<file path="src/rtl/control_unit.sv">
// Multi-cycle fetch/decode sequencer driving the register-file/ALU control fields.
// Define CTRL_HALT_EN to turn opcode 1111 into a sticky HALT; otherwise it is a NOP.
module control_unit #(
  parameter int PC_W = 16
) (
  input  logic            CLK,
  input  logic            CLR,
  input  logic [15:0]     instr_data,
  input  logic            instr_valid,
  input  logic [4:0]      flags,
  output logic            instr_req,
  output logic [PC_W-1:0] pc,
  output logic [3:0]      loadReg,
  output logic [3:0]      readRegA,
  output logic [3:0]      readRegB,
  output logic [7:0]      Imm,
  output logic [7:0]      op,
  output logic            selectImm,
  output logic            wrEn,
  output logic            halted
);

  // state     | meaning
  // FETCH     | instr_req high, wait for instr_valid, capture IR
  // DECODE    | IR fields registered onto datapath controls
  // EXECUTE   | ALU settle cycle
  // WRITEBACK | wrEn pulse, latch flags, pc+1
  // BRANCH    | resolve Bcond against latched flags, update pc
  // HALT      | stopped until CLR
  typedef enum logic [2:0] {FETCH, DECODE, EXECUTE, WRITEBACK, BRANCH, HALT} state_t;

  state_t          state;
  logic [15:0]     ir;
  logic [4:0]      flag_q;
  logic [3:0]      opc;
  logic            is_cmp;
  logic            is_nop;
  logic            cond_true;
  logic [PC_W-1:0] disp;

  assign opc    = ir[15:12];
  assign is_cmp = ((opc == 4'h0) && (ir[7:4] == 4'hB)) || (opc == 4'hB);
  assign is_nop = (opc == 4'hF);
  assign disp   = {{(PC_W-8){ir[7]}}, ir[7:0]};

  // flag_q = {C,L,F,Z,N}
  always_comb begin
    cond_true = 1'b0;
    case (ir[11:8])
      4'd0:    cond_true = flag_q[1];
      4'd1:    cond_true = !flag_q[1];
      4'd2:    cond_true = flag_q[4];
      4'd3:    cond_true = !flag_q[4];
      4'd4:    cond_true = flag_q[3];
      4'd5:    cond_true = !flag_q[3];
      4'd6:    cond_true = flag_q[2];
      4'd7:    cond_true = !flag_q[2];
      4'd8:    cond_true = flag_q[0];
      4'd9:    cond_true = !flag_q[0];
      4'd14:   cond_true = 1'b1;
      default: cond_true = 1'b0;
    endcase
  end

`ifndef CTRL_HALT_EN
  assign halted = 1'b0;
`endif

  always_ff @(posedge CLK or posedge CLR) begin
    if (CLR) begin
      state     <= FETCH;
      ir        <= '0;
      flag_q    <= '0;
      pc        <= '0;
      loadReg   <= '0;
      readRegA  <= '0;
      readRegB  <= '0;
      Imm       <= '0;
      op        <= '0;
      selectImm <= 1'b0;
      wrEn      <= 1'b0;
      instr_req <= 1'b1;
`ifdef CTRL_HALT_EN
      halted    <= 1'b0;
`endif
    end else begin
      case (state)
        FETCH: begin
          if (instr_valid) begin
            ir        <= instr_data;
            instr_req <= 1'b0;
            state     <= DECODE;
          end
        end
        DECODE: begin
          if (opc == 4'hC) begin
            state <= BRANCH;
`ifdef CTRL_HALT_EN
          end else if (opc == 4'hF) begin
            halted <= 1'b1;
            state  <= HALT;
`endif
          end else begin
            if (opc == 4'h0) begin
              op        <= {4'h0, ir[7:4]};
              readRegB  <= ir[3:0];
              selectImm <= 1'b0;
              readRegA  <= ir[11:8];
              loadReg   <= ir[11:8];
            end else if (opc != 4'hF) begin
              op        <= {opc, 4'h0};
              Imm       <= ir[7:0];
              selectImm <= 1'b1;
              readRegA  <= ir[11:8];
              loadReg   <= ir[11:8];
            end
            state <= EXECUTE;
          end
        end
        EXECUTE: begin
          wrEn  <= !(is_cmp || is_nop);
          state <= WRITEBACK;
        end
        WRITEBACK: begin
          wrEn      <= 1'b0;
          if (!is_nop) flag_q <= flags;
          pc        <= pc + PC_W'(1);
          instr_req <= 1'b1;
          state     <= FETCH;
        end
        BRANCH: begin
          pc        <= cond_true ? pc + disp : pc + PC_W'(1);
          instr_req <= 1'b1;
          state     <= FETCH;
        end
        HALT: state <= HALT;
        default: begin
          instr_req <= 1'b1;
          state     <= FETCH;
        end
      endcase
    end
  end

endmodule

</file>
<file path="config.mk">
export PLATFORM = sky130hd
export DESIGN_NAME = control_unit
export DESIGN_NICKNAME = d
export VERILOG_FILES = /design/src/rtl/control_unit.sv
export SDC_FILE = /design/constraint.sdc
export NUM_CORES = 1
export LEC_CHECK = 0
export CORE_UTILIZATION = 65
export DETAILED_ROUTE_END_ITERATION = 10
export DONT_BUFFER_PORTS = 1
export PLACE_DENSITY = 0.87
export SYNTH_ARGS = -nofsm -noshare
export SYNTH_HDL_FRONTEND = slang
export SYNTH_SLANG_ARGS = --single-unit
export TNS_END_PERCENT = 100
</file>
<file path="constraint.sdc">
create_clock -name CLK -period 3.7 [get_ports CLK]
set_clock_uncertainty 0.2 [all_clocks]
set_input_delay 0.555 -clock CLK [delete_from_list [all_inputs] [get_ports CLK]]
set_output_delay 0.555 -clock CLK [all_outputs]
set_load 0.005 [all_outputs]
</file>
==> reports/qor.json, run 1 <==
{
  "placement": {
    "hpwlAfterDp_um": 5660,
    "place_worst_setup_slack_ps": 1020,
    "port_buffer_count": 0,
    "gp_congestion": 0.904,
    "dpl_cell_area_um2": 3740
  },
  "grt": {
    "grt_first_pass_wirelength_um": 13000,
    "grt_usage_pct": 28.1,
    "grt_max_degree": 51,
    "global_route.overflow_total": 0,
    "number_of_global_route_vias_before_repair": 2662,
    "antenna_found_initial": 0
  },
  "sta": {
    "setup-tns-final_ps": 0,
    "timing.final.hold_violations": 0,
    "tightestPinTransition_ps": 1010,
    "setup_viol": 0,
    "unrepaired_setup_endpoints_after_global_routing": "no",
    "final_max_slew_viol_count": 0,
    "worst_slew_margin_relative_to_its_limit_pct": 32.5,
    "fmax_mhz": 357,
    "finalHoldWorstSlack_ps": 126,
    "period_needed_ps": 2800,
    "finalWorstSetupSlack_ps": 902,
    "min_period_over_period_pct": 75.6
  },
  "layout": {
    "drive_gt1_share_pct": 16.6,
    "most-common-layout-cells": "sky130_fd_sc_hd__dfrtp_1 (66), sky130_fd_sc_hd__nand2_1 (38), sky130_fd_sc_hd__a21oi_1 (30)",
    "postLayoutCellArea_um2": 3950,
    "layout.cells.most_common": "sky130_fd_sc_hd__dfrtp_1",
    "fin_nets": 404,
    "layout_overhead_on_the_synthesized_area_pct": 5.48,
    "diodes": 0
  },
  "setup_path": {
    "setup.worst_path.start": "pc[0]",
    "worstSetupEndpointType": "register",
    "setup.worst_path.class": "register to register",
    "crit_chain": "ha_1, fa_1, a211oi_1, o21bai_1, a21oi_1, o21bai_1, a21oi_1, xor2_1, mux2i_1",
    "crit_fanout": 6,
    "highest_cell_delay_on_the_worst_timing_path_ps": 480,
    "crit_buf_inv": 0,
    "crit_required_ps": 3690,
    "cpLargestDelayFamily": "compound AO/OA/AOI/OAI gates",
    "cp-start-kind": "register",
    "reg2reg_from": "pc[0]",
    "critical_path.slowest_cell": "sky130_fd_sc_hd__dfrtp_1",
    "cp.arrival_ps": 2790
  },
  "floorplan": {
    "floorplan.initialDensity_pct": 67.6,
    "placeableCoreArea_um2": 5540,
    "dieArea_um2": 6070,
    "fp-row-count": 27,
    "width_of_the_die_um": 77.9,
    "io_pins": 72,
    "die_h_um": 77.9
  },
  "synthesis": {
    "synth_top_family_by_area": "compound AO/OA/AOI/OAI gates",
    "syn-instance-count": 367,
    "postSynthAreaPerCell_um2": 10.2,
    "synth.ff_latch_count": 67,
    "synth_adder_area_share_pct": 5.88,
    "proportion_of_synthesized_chip_area_in_sequential_cells_pct": 44.8,
    "post_synth_num_cell_types": 53,
    "synth_flop_cell": "sky130_fd_sc_hd__dfrtp_1",
    "net_count_synth": 408,
    "muxShareOfSynthArea_pct": 11.8,
    "netlist.area_leader.share_pct": 44.1,
    "synth_warnings": 0,
    "syn_area_um2": 3740,
    "synth_simple_gate_area_share_pct": 11.7,
    "cell_type_with_the_largest_total_area_after_synthesis": "sky130_fd_sc_hd__dfrtp_1",
    "synthTopCellsByArea": "sky130_fd_sc_hd__dfrtp_1 (44%), sky130_fd_sc_hd__mux2_2 (7.2%), sky130_fd_sc_hd__ha_1 (5.3%)",
    "synth-async-reset-ratio_pct": 100,
    "synth-xor-area-share_pct": 5.61,
    "synth_compound_area_share_pct": 15.9,
    "synth-edff-count": 0
  },
  "clock_tree": {
    "cts.repair_timing.setup_buffer_count": 0,
    "cts.clk_slew.worst_paths_ps": 80,
    "worst_skew_pair.late_latency_ps": 340,
    "htree_levels": 3,
    "post_cts_hold_buffer_count": 0,
    "clock_sinks": 67,
    "cts-root-buf": "sky130_fd_sc_hd__clkbuf_8",
    "cts_tree": "yes",
    "tritoncts.num_buffers": 9,
    "cts.path.max_buffers": 2,
    "cts_resized": 0
  },
  "pwr": {
    "p_leak_nw": 1.78,
    "power-per-cell-area_nw_per_um2": 971,
    "peakVddDrop_mv": 0.528,
    "p_total_mw": 3.83
  },
  "job": {
    "cap_violations": 0
  },
  "drt": {
    "routed_wl_um": 7980,
    "wl_met1_um": 3390,
    "ant_nets": 0,
    "first_pass_iters": 4,
    "route.vias.total": 2743,
    "drt_iter0_drc": 215,
    "wl_met2_um": 3740,
    "avgViaCountPerCell": 6.23,
    "highest-signal-layer": "met4",
    "route.met3.wl_um": 592,
    "post-route-drc-count": 0,
    "routed_wirelength_normalized_by_instance_count_um": 18.1
  },
  "worst_hold_path": {
    "worst_hold_path_type": "input port to async pin"
  },
  "outcome": {
    "run_status": "finished, final reports clean"
  }
}
## kinds of logic (layout without fill, tap and decap cells)
logic type	after synthesis	count (layout)
AO/OA/AOI/OAI	95	95
XOR/XNOR	24	24
multiplexers	40	40
other	1	1
flip-flops	67	67
adder cells (fa/ha/maj)	17	17
buffers and inverters	29	30
AND/OR/NAND/NOR	94	94
## power breakdown
part	total (mW)	switching (mW)	internal [mW]
Combinational	1.68	0.897	0.780
Sequential	1.52	0.442	1.07
Clock	0.642	0.292	0.350
Total	3.83	1.63	2.20
## per-stage QoR
stage,instances,utilization [%]
floorplan,367,-
global placement,424,67.5
detailed placement,424,67.5
CTS,440,71.3
global route,440,71.3
finish,440,71.3
## per-layer routing
metal	track usage, %	vias to the layer above
met5	0	-
met4	14.1	0
met3	8.00	21
met2	44.0	109
met1	35.6	1317
li1	-	1296
## layout make-up
class	count	area (µm²)
Fill cell	398	1590
Clock buffer	11	151
Clock inverter	5	60.1
Inverter	12	45.0
Multi-Input combinational cell	271	1910
Timing Repair Buffer	2	15.0
Sequential cell	67	1680
Tap cell	72	90.1
## worst reg2reg max path: cells and delay by family, from the launching register on
kind,cells,cell delay [ps]
adder cells (fa/ha/maj),2,710
multiplexers,1,90
flip-flops,1,480
XOR/XNOR,1,170
AO/OA/AOI/OAI,5,980
## cell usage after synthesis (2+ instances only)
cell type and n:
sky130_fd_sc_hd__or2_2 3, sky130_fd_sc_hd__and3_1 6, sky130_fd_sc_hd__o221a_1 2, sky130_fd_sc_hd__o21ai_1 8, sky130_fd_sc_hd__buf_2 8, sky130_fd_sc_hd__nand4_1 3, sky130_fd_sc_hd__mux2i_1 6, sky130_fd_sc_hd__dfrtp_1 66
sky130_fd_sc_hd__o21ai_2 2, sky130_fd_sc_hd__a21o_1 7, sky130_fd_sc_hd__buf_6 2, sky130_fd_sc_hd__o21bai_1 3, sky130_fd_sc_hd__o211ai_1 3, sky130_fd_sc_hd__a311oi_1 2, sky130_fd_sc_hd__nor2_2 3, sky130_fd_sc_hd__mux2_1 10
sky130_fd_sc_hd__inv_2 3, sky130_fd_sc_hd__o21ai_0 16, sky130_fd_sc_hd__a31o_2 2, sky130_fd_sc_hd__nand3_1 5, sky130_fd_sc_hd__nor3_1 3, sky130_fd_sc_hd__ha_1 16, sky130_fd_sc_hd__o21a_1 2, sky130_fd_sc_hd__inv_1 9
sky130_fd_sc_hd__o22ai_1 4, sky130_fd_sc_hd__xnor2_1 11, sky130_fd_sc_hd__buf_4 5, sky130_fd_sc_hd__nand2_1 38, sky130_fd_sc_hd__nand2b_1 3, sky130_fd_sc_hd__a31oi_1 4, sky130_fd_sc_hd__a21oi_1 30, sky130_fd_sc_hd__nor2_1 24
sky130_fd_sc_hd__a211oi_1 3, sky130_fd_sc_hd__xor2_1 13, sky130_fd_sc_hd__mux2_2 24
## path summary, 6_finish.rpt
path | to | slack [ps] | depth (start not counted)
hold reg to reg | pc[15] | 300 | 1
max in group asynchronous | pc[12] | 2350 | 2
min in group CLK | ir[10] | 140 | 2
hold / removal | readRegA[0] | 130 | 1
setup / recovery | pc[8] | 900 | 9
setup reg to reg | pc[8] | 900 | 9
## registers in the layout, summed over array words and instances (netlist names)
signal and flops:
wrEn 1, op 8, Imm 8, state 3
readRegB 4, flag_q 5, pc 16, selectImm 1
instr_req 1, ir 16, readRegA 4
Power figures use the tool's default switching activity.
==> run 2: changes to the inputs <==
- CORE_UTILIZATION: 65 -> 64
- PLACE_DENSITY: 0.87 -> 0.86
- clock period: 3.7 -> 2.65 ns (I/O delays scaled with it)
==> run 2 against run 1 <==
Compared with the run above: final cell count rose by 7.5%; die area rose by 1.5%; core utilization rose by 5.2 points; largest power group unchanged; highest routed layer unchanged.
==> reports/qor.json, run 2 (same netlist as run 1, synthesis figures left out) <==
{
  "outcome": {
    "run_status": "finished, final reports clean"
  },
  "sta": {
    "min_period_over_period_pct": 95.0,
    "setup-tns-final_ps": 0,
    "final_max_slew_viol_count": 0,
    "setup_viol": 0,
    "tightestPinTransition_ps": 535,
    "period_needed_ps": 2520,
    "unrepaired_setup_endpoints_after_global_routing": "no",
    "timing.final.hold_violations": 0,
    "finalWorstSetupSlack_ps": 133,
    "fmax_mhz": 397,
    "worst_slew_margin_relative_to_its_limit_pct": 64.1
  },
  "layout": {
    "layout.filler_cells": 372,
    "layout.cells.most_common": "sky130_fd_sc_hd__dfrtp_1",
    "reg_top3": "ir: 16 flops, pc: 16 flops",
    "area_of_the_multi_input_gates_um2": 1930,
    "diodes": 0,
    "postLayoutCellArea_um2": 4260,
    "layout_overhead_on_the_synthesized_area_pct": 13.8,
    "most-common-layout-cells": "sky130_fd_sc_hd__dfrtp_1 (66), sky130_fd_sc_hd__nand2_1 (38), sky130_fd_sc_hd__a21oi_1 (28)",
    "instances_no_fill": 473,
    "drive_gt1_share_pct": 18.2,
    "final-seq-area_um2": 1680,
    "fin_nets": 438
  },
  "clock_tree": {
    "clock_sinks": 67,
    "htree_levels": 3,
    "cts_tree": "yes",
    "tritoncts.num_buffers": 9,
    "cts.path.max_buffers": 2,
    "worst_skew_pair.late_latency_ps": 350,
    "cts-root-buf": "sky130_fd_sc_hd__clkbuf_8",
    "cts.clk_slew.worst_paths_ps": 70
  },
  "drt": {
    "route.vias.total": 2948,
    "routed_wirelength_normalized_by_instance_count_um": 18.2,
    "avgViaCountPerCell": 6.23,
    "drt_iter0_drc": 183,
    "routed_wl_um": 8620,
    "ant_nets": 0,
    "post-route-drc-count": 0,
    "first_pass_iters": 6
  },
  "floorplan": {
    "die_h_um": 78.5,
    "width_of_the_die_um": 78.5,
    "dieArea_um2": 6160,
    "fp-row-count": 27,
    "placeableCoreArea_um2": 5570,
    "floorplan.initialDensity_pct": 67.2,
    "io_pins": 72
  },
  "job": {
    "cap_violations": 0
  },
  "setup_path": {
    "highest_cell_delay_on_the_worst_timing_path_ps": 410,
    "crit_chain": "ha_1, fa_2, a211oi_2, o21bai_1, a21o_1, a21oi_2, o21ai_0, xnor2_1, mux2i_1",
    "critical_path.slowest_cell": "sky130_fd_sc_hd__dfrtp_1",
    "cpLargestDelayFamily": "compound AO/OA/AOI/OAI gates",
    "crit_fanout": 4,
    "crit_buf_inv": 0,
    "cp.arrival_ps": 2540,
    "crit_required_ps": 2670,
    "worstSetupEndpointType": "register",
    "cp-start-kind": "register",
    "setup.worst_path.class": "register to register"
  },
  "placement": {
    "port_buffer_count": 0,
    "number_of_placed_cells_counting_well_taps": 435,
    "dpl_cell_area_um2": 3830,
    "place_worst_setup_slack_ps": 38.8,
    "hpwlAfterDp_um": 5650,
    "gp_congestion": 0.900
  },
  "grt": {
    "number_of_global_route_vias_before_repair": 2833,
    "grt_first_pass_wirelength_um": 13700,
    "grt_max_degree": 68,
    "grt_usage_pct": 30.1,
    "global_route.overflow_total": 0,
    "antenna_found_initial": 0
  },
  "pwr": {
    "power-per-cell-area_nw_per_um2": 1290,
    "peakVddDrop_mv": 0.697,
    "p_leak_nw": 1.92
  },
  "worst_hold_path": {
    "worst_hold_path_type": "input port to register"
  }
}
==> run 2: cell types whose count changed in the layout (fill, tap and decap cells not counted), sizes merged <==
| cell | delta |
|---|---|
| buf | +11 |
| clkinv | +1 |
| clkinvlp | -1 |
| dlygate4sd3 | +23 |
| inv | -1 |
==> run 2: layer usage <==
layer / share of wire (%) / vias up / wire [µm] / track usage [%]
met5: 0 / - / 0 / 0
met1: 42 / 1432 / 3620 / 37.0
met4: 2.1 / 0 / 183 / 10.7
met3: 7.3 / 18 / 626 / 9.77
met2: 49 / 127 / 4190 / 49.5
li1: - / 1371 / - / -
==> run 2: power breakdown <==
group,leakage [nW],total [mW],switching [mW],internal (mW)
sequential,0.828,2.05,0.551,1.50
combinational,1.00,2.62,1.40,1.22
clock,0.0934,0.831,0.399,0.432
total,1.92,5.50,2.35,3.15
==> run 2: timing repair <==
action | CTS | global route
endpoints found under the hold margin | 88 | 0
hold buffers | 23 | 0
resized for setup | 0 | 4
setup buffers | 0 | 0
endpoints found under the setup margin | 0 | 4
==> run 2: worst paths after layout <==
path                             start         to  cells after the start  slack (ps)
max reg2reg                      ir[0]     pc[14]                      9         130
max in group asynchronous          CLR  instr_req                      3        1540
min in group asynchronous          CLR     Imm[2]                      3         380
max                              ir[0]     pc[14]                      9         130
min                        instr_valid  instr_req                      3          50
min reg2reg                     pc[15]     pc[15]                      1         290
==> run 2: layout make-up <==
class,count,share of cell area [%]
multi-input combinational,271,45.2
sequential,67,39.4
timing repair buffer,36,7.98
clock buffer,11,3.08
tap,72,2.11
clock inverter,4,1.23
inverter,12,1.06
==> run 2: worst register-to-register path: cells and delay by family (launching register included) <==
family | cells | cell delay (ps)
compound gates | 5 | 880
xor+xnor | 1 | 170
fa+ha+maj | 2 | 630
flops | 1 | 410
mux | 1 | 100
==> run 2: metrics by stage <==
step | hold slack [ps] | total power, mW | utilization (%)
4_1_cts | 38.5 | 5.41 | 76.2
6_report | 46.2 | 5.50 | 76.5
2_1_floorplan | 265 | 3.93 | -
5_1_grt | 46.6 | 5.88 | 76.5
3_5_place_dp | 188 | 4.54 | 68.8
3_3_place_gp | 182 | 4.41 | 68.8
